`config.mk`:
```
export PLATFORM = sky130hd
export DESIGN_NAME = nrzi_frame_tx
export DESIGN_NICKNAME = d
export VERILOG_FILES = /design/src/rtl/nrzi_frame_tx.sv
export SDC_FILE = /design/constraint.sdc
export NUM_CORES = 1
export LEC_CHECK = 0
export BUFFER_PORTS_ARGS = -buffer_cell sky130_fd_sc_hd__buf_2
export CAP_MARGIN = 20
export CORE_MARGIN = 5
export CORE_UTILIZATION = 25
export CTS_CLUSTER_DIAMETER = 200
export DETAILED_ROUTE_END_ITERATION = 16
export PLACE_DENSITY = 0.46
export SYNTH_ARGS = -nofsm -noshare
export SYNTH_HDL_FRONTEND = slang
export SYNTH_SLANG_ARGS = --single-unit
```
`constraint.sdc`:
```
create_clock -name clk -period 1.9 [get_ports clk]
set_clock_uncertainty 0.15 [all_clocks]
set_input_delay 0.285 -clock clk [delete_from_list [all_inputs] [get_ports clk]]
set_output_delay 0.285 -clock clk [all_outputs]
set_load 0.01 [all_outputs]
```
`src/rtl/nrzi_frame_tx.sv`:
```
// Framed NRZI transmitter: FLAG(RUN+1 ones) + SEP + bit-stuffed payload (MSB first) + GAP.
// A 1 holds the line level and a 0 toggles it, so only FLAG yields a RUN+1 run of held levels.
module nrzi_frame_tx #(
  parameter int W   = 8,
  parameter int RUN = 2
) (
  input  logic         clk,
  input  logic         rst_n,
  input  logic [W-1:0] tx_data,
  input  logic         tx_valid,
  output logic         tx_ready,
  output logic         x,
  output logic         tx_bit,
  output logic         busy
);

  localparam logic [2:0] S_IDLE  = 3'd0;
  localparam logic [2:0] S_FLAG  = 3'd1;
  localparam logic [2:0] S_SEP   = 3'd2;
  localparam logic [2:0] S_DATA  = 3'd3;
  localparam logic [2:0] S_STUFF = 3'd4;
  localparam logic [2:0] S_GAP   = 3'd5;

  localparam int CMAX = (W > RUN) ? W : RUN;
  localparam int CW   = $clog2(CMAX + 1);
  localparam int OW   = (RUN > 1) ? $clog2(RUN + 1) : 1;

  logic [2:0]    state_q, state_d;
  logic [W-1:0]  shift_q, shift_d;
  logic [CW-1:0] cnt_q, cnt_d;
  logic [OW-1:0] ones_q, ones_d;
  logic          x_q, x_d;
  logic          accept;

  always_comb begin
    tx_bit = 1'b0;
    case (state_q)
      S_FLAG:  tx_bit = 1'b1;
      S_DATA:  tx_bit = shift_q[W-1];
      default: tx_bit = 1'b0;
    endcase
  end

  assign tx_ready = (state_q == S_IDLE) || (state_q == S_GAP);
  assign busy     = (state_q != S_IDLE);
  assign accept   = tx_valid && tx_ready;
  assign x        = x_q;

  // cnt_q counts FLAG cycles, then holds the number of payload bits still to send
  always_comb begin
    state_d = state_q;
    shift_d = shift_q;
    cnt_d   = cnt_q;
    ones_d  = ones_q;
    x_d     = tx_bit ? x_q : ~x_q;
    case (state_q)
      S_IDLE, S_GAP: begin
        if (accept) begin
          state_d = S_FLAG;
          shift_d = tx_data;
          cnt_d   = '0;
        end else begin
          state_d = S_IDLE;
        end
      end
      S_FLAG: begin
        if (cnt_q == CW'(RUN)) state_d = S_SEP;
        else                   cnt_d   = cnt_q + CW'(1);
      end
      S_SEP: begin
        state_d = S_DATA;
        cnt_d   = CW'(W);
        ones_d  = '0;
      end
      S_DATA: begin
        shift_d = shift_q << 1;
        cnt_d   = cnt_q - CW'(1);
        ones_d  = tx_bit ? ones_q + OW'(1) : '0;
        // the final payload bit never gets a stuff; GAP already breaks the run
        if (cnt_q == CW'(1))                        state_d = S_GAP;
        else if (tx_bit && ones_q == OW'(RUN - 1))  state_d = S_STUFF;
      end
      S_STUFF: begin
        ones_d  = '0;
        state_d = S_DATA;
      end
      default: state_d = S_IDLE;
    endcase
  end

  always_ff @(posedge clk or negedge rst_n) begin
    if (!rst_n) begin
      state_q <= S_IDLE;
      shift_q <= '0;
      cnt_q   <= '0;
      ones_q  <= '0;
      x_q     <= 1'b0;
    end else begin
      state_q <= state_d;
      shift_q <= shift_d;
      cnt_q   <= cnt_d;
      ones_q  <= ones_d;
      x_q     <= x_d;
    end
  end

endmodule

```
; Word-level counts from Yosys, hierarchy flattened
; Index checks and enable logic that the tools add are counted.
[classes]
n_mux = 13
n_reduce_logical = 13
bitwise_logic = 1
addsub = 3
n_eq_ne = 12
[op_table]
columns = cell, n
row1 = 4-bit one-hot mux with 4 select lines, 1
row2 = 8-bit one-hot mux with 2 select lines, 1
row3 = 3-bit one-hot mux with 4 select lines, 1
row4 = 3-bit two-way mux, 3
row5 = 4-bit two-way mux, 2
row6 = 8-bit two-way mux, 1
row7 = 3-bit by 2-bit equality test with 1-bit output (second input constant), 2
row8 = 3-bit equality test (second input constant), 2
row9 = 2-bit inequality test (second input constant), 3
row10 = 4-bit by 1-bit adder with 4-bit output (second input constant), 1
row11 = 4-bit by 1-bit equality test with 1-bit output (second input constant), 1
row12 = 4-bit by 2-bit equality test with 1-bit output (second input constant), 1
row13 = 2-bit one-hot mux with 2 select lines, 1
row14 = 2-bit AND reduction, 2
row15 = 2-bit nonzero test, 2
row16 = 4-bit nonzero test, 1
row17 = 2-bit OR reduction, 2
row18 = 4-bit by 1-bit subtractor with 4-bit output (second input constant), 1
row19 = 3-bit by 1-bit equality test with 1-bit output (second input constant), 1
row20 = 3-bit zero test, 1
row21 = 3-bit inequality test (second input constant), 1
row22 = 3-bit AND reduction, 1
row23 = 3-bit nonzero test, 1
row24 = 2-bit by 1-bit adder with 2-bit output (second input constant), 1
row25 = other kinds (7), 8
[totals]
reg_bits = 18
inputBits = 11

; Depth between registers and ports, before layout
[depth]
ltp_word = 6
ltp_mapped = 6
depth_no_buf = 6

; Worst setup path after synthesis
; Ideal clock, no wire load.
[synth_path]
kind = register to register
from = register state_q[0]
to = register cnt_q[0]
setup_time_ns = 0.125
stages_incl_launch_ff = 5
period_less_slack_ns = 1.620
path_slack_ns = 0.280
arrival_time_ns = 1.345
cell_sequence = dfrtp_1 buf_4 and4_1 nor3_2 mux2_2
[synth_via]
elab_chain_cells = 5
[synth_rtl]
columns = item, line
row1 = from (decl), 28  ; logic [2:0] state_q, state_d;
row2 = from (signal assigned), 99  ; state_q <= state_d;
row3 = 3-bit equality test / 3-bit zero test (equally long branches), "44, 56"
row4 = 1-bit logical OR, 44  ; assign tx_ready = (state_q == S_IDLE) || (state_q == S_GAP);
row5 = 1-bit logical AND, 46  ; assign accept = tx_valid && tx_ready;
row6 = 2-bit inequality test (no source line), -
row7 = 3-bit AND reduction (no source line), -
row8 = to (signal assigned), 101  ; cnt_q <= cnt_d;
row9 = to (decl), 30  ; logic [CW-1:0] cnt_q, cnt_d;
; Several ways; a longest one is shown, not always the timed one.
; A chain may end at the register's enable or synchronous reset.

; Final worst setup path
[layout_path]
from = register state_q[2]
to = output port tx_bit
[layout_via]
elab_chain_cells = 2
[layout_rtl]
columns = item, line
row1 = 3-bit by 2-bit equality test with 1-bit output / 3-bit by 1-bit equality test with 1-bit output (equally long branches), 37  ; case (state_q)
row2 = 1-bit one-hot mux with 2 select lines *, 37
row3 = to (decl), 13  ; output logic tx_bit,
; Mark *: on every way between the ends. The rest lies on a longest branch, timed or not.

==> impl_metrics.py <==
metrics = {
    "synth": {
        "synth_top_family_by_area": "compound AO/OA/AOI/OAI gates",
        "ys_seq_area_frac": 0.420,
        "syn_nets": 127,
        "synthAdderAreaFrac": 0.0583,
        "synth-simple-area-share": 0.172,
        "synthXorXnorAreaFrac": 0.0408,
        "ys_ff_latch": 18,
        "synth-compound-area-share": 0.189,
        "synth_cell_types": 39,
        "muxShareOfSynthArea": 0.0583,
        "synth.avg_cell_area_um2": 9.66,
        "yosysWarningCount": 0,
        "syn_inst": 111,
        "syn_area_um2": 1070,
    },
    "global_route": {
        "grt_pass1_vias": 899,
        "overflow": 0,
        "antenna_found_initial": 0,
        "grt_usage": 0.0941,
        "grt_max_degree": 19,
        "grt_first_pass_wirelength_um": 4080,
    },
    "setup_path": {
        "critPathTopFamily": "flip-flops",
        "cpPeakStageDelay_ns": 0.42,
        "worstSetupPathType": "flip-flop to primary output",
        "rrSetupSlack_ns": 0.11,
        "crit_path_cell_trace": "buf_4 -> or2b_4 -> a21oi_4 -> buf_6",
        "cpMaxStageDelayCell": "dfrtp_1",
        "start_kind": "flip-flop",
        "worst_ep_required_time_ns": 1.46,
        "crit_fanout": 9,
        "cp.arrival_ns": 1.39,
        "cp_num_cells": 4,
        "ff2ff_path_depth": 4,
        "worst-path-buf-inv": 2,
        "worstSetupEndpointType": "primary output",
    },
    "sta": {
        "slew_headroom": 0.723,
        "period_share": 0.959,
        "tightest_slew_ns": 0.416,
        "setup_viol": 0,
        "maxSlewViolCount": 0,
        "min_period_ns": 1.82,
        "final_hold_viol_count": 0,
        "setup_tns_ns": 0,
        "grt_setup_unrepaired": "no",
        "hold_slack_ns": 0.132,
        "max_freq_mhz": 549,
    },
    "power_and_ir_drop": {
        "seqPwrFrac": 0.327,
        "static-leakage-power_nw": 0.591,
        "p_per_area_nw_per_um2": 1720,
        "p_switching_w": 0.000887,
        "power.total_w": 0.00225,
        "p_int_w": 0.00136,
        "switching_share": 0.395,
        "peakVddDrop_mv": 0.473,
        "clkPwrFrac": 0.143,
        "p_comb_frac": 0.530,
    },
    "floorplan": {
        "dieHeight_um": 75.5,
        "core_area_um2": 4090,
        "row_count": 23,
        "die-area_um2": 5700,
        "initial_utilization": 0.262,
        "die_w_um": 75.5,
        "ios": 15,
    },
    "final_layout": {
        "seq_area_um2": 452,
        "layout-drive-gt1-share": 0.269,
        "fin_area_um2": 1310,
        "syn_to_final_growth_pct": 21.7,
        "fill_cells": 450,
        "layout_commonest_cell": "dfrtp_1",
        "antennaDiodeCount": 0,
        "multi_input_area_um2": 571,
        "fin_nets": 147,
        "final_cells": 180,
        "final_cell_mix": "dfrtp_1, buf_2, a21oi_1",
    },
    "place": {
        "placed_cells": 175,
        "dpl.hpwl_um": 1720,
        "place_congestion": 0.804,
        "postPlaceCellArea_um2": 1210,
        "port_buffers": 14,
    },
    "detailed_routing": {
        "drt_iter0_markers": 32,
        "route.met3.wl_um": 47,
        "routedLengthMet1_um": 1110,
        "top_layer_used": "met4",
        "vias": 837,
        "ant_nets": 0,
        "drc": 0,
        "wl_um": 2280,
        "routed-wl-met2_um": 1070,
        "routed_via_density": 4.65,
        "firstDrtPassIters": 4,
        "wl_per_cell_um": 12.7,
    },
    "cts": {
        "path_clk_slew_ns": 0.07,
        "cts_buffer_depth": 2,
        "cts_tree": "done",
        "cts.sink_count": 18,
        "root_buffer": "clkbuf_8",
        "cts_made_buffers": 3,
        "insertion_delay_ns": 0.26,
        "post_cts_buffers": 0,
        "cts_max_level": 1,
    },
    "min_path": {
        "hold_depth": 3,
        "min_path_type": "primary input to flip-flop",
    },
    "flow_run": {
        "drv_cap": 0,
    },
    "run_status": {
        "status": "finished clean",
    },
}
[worst register-to-register path, cell delays in order, from the launching register on]
cell and delay [ns]:
dfrtp_1 0.44, xor2_1 0.18, or3b_1 0.56, o22a_1 0.26, o21a_1 0.10
[state kept, by name, indices dropped and copies added (netlist names)]
name,flops
shift_q,8
state_q,3
cnt_q,4
ones_q,2
x,1
[per-layer routing]
metal / global-route usage / up-vias
li1: - / 421
met1: 0.126 / 404
met2: 0.147 / 8
met3: 0.0158 / 4
met4: 0.0466 / 0
met5: 0 / -
[synthesized netlist by cell type]
cell type  instances  share of area
ha_1               5          0.058
a211oi_1           1         0.0070
o22a_1             4          0.033
and3b_1            1         0.0082
nor2b_1            1         0.0058
nor2_1             8          0.028
o21bai_1           1         0.0070
o21ai_0            8          0.037
nand2b_1           1         0.0058
or2_2              1         0.0058
a21oi_1           10          0.047
clkbuf_1           2         0.0070
dfrtp_1           18           0.42
nand2_2            1         0.0058
a21boi_0           1         0.0070
xnor2_1            3          0.025
o221ai_1           1         0.0082
mux2i_1            4          0.037
buf_2              1         0.0047
inv_1              6          0.021
o2bb2ai_1          1         0.0082
clkbuf_2           1         0.0047
buf_4              2          0.014
mux2_2             2          0.021
xor2_1             2          0.016
or2b_1             1         0.0070
and4_1             1         0.0082
nor3b_1            1         0.0070
buf_6              1          0.011
a21o_1             1         0.0070
nor3_1             1         0.0047
o21a_1             4          0.028
nand3_1            2         0.0093
nor4b_2            1          0.014
or2_4              1         0.0082
or3b_1             1         0.0082
nor3_2             1         0.0093
nand2_1            7          0.025
or3_1              2          0.012
[per-stage QoR]
step           setup WS, ns   util
2_1_floorplan         0.280      -
3_3_place_gp          0.113  0.297
3_5_place_dp          0.101  0.297
4_1_cts             0.00559  0.315
5_1_grt             0.00431  0.319
6_report             0.0770  0.319
[worst paths after layout]
kind,startpoint,to
hold reg to reg,x,x
hold / removal,tx_data[0],shift_q[0]
max in group asynchronous,rst_n,state_q[1]
setup reg to reg,state_q[0],shift_q[4]
min in group asynchronous,rst_n,shift_q[4]
setup / recovery,state_q[2],tx_bit
[cell families after synthesis]
kind of cell | after synthesis
AOI/OAI and AO/OA | 32
xor gates and xnor gates | 5
adders and majority gates | 5
buffers and inverters | 13
DFF | 18
muxes | 6
and+or+nand+nor | 32
[power groups by stage]
| stage | logic, W | registers (W) | clock network, W |
|---|---|---|---|
| floorplan | 0.000888 | 0.000680 | 0 |
| detailed placement | 0.00113 | 0.000738 | 0 |
| global placement | 0.00113 | 0.000730 | 0 |
| finish | 0.00119 | 0.000734 | 0.000322 |
| global route | 0.00136 | 0.000761 | 0.000353 |
| CTS | 0.00116 | 0.000731 | 0.000330 |
[layout make-up]
type                       instances  area share
clock buffer                       4      0.0422
inverter                           6      0.0173
multi-input combinational         80       0.437
sequential                        18       0.346
tap                               50      0.0479
timing repair buffer              22       0.109
[timing repair]
action / 4_1_cts / 5_1_grt
resized for setup: 2 / 4
hold endpoints to repair: 18 / 0
endpoints found under the setup margin: 1 / 2
cloned: 0 / 0
hold buffers: 1 / 0
pin swaps: 0 / 0
No activity file was read; power rests on OpenSTA's default activity.
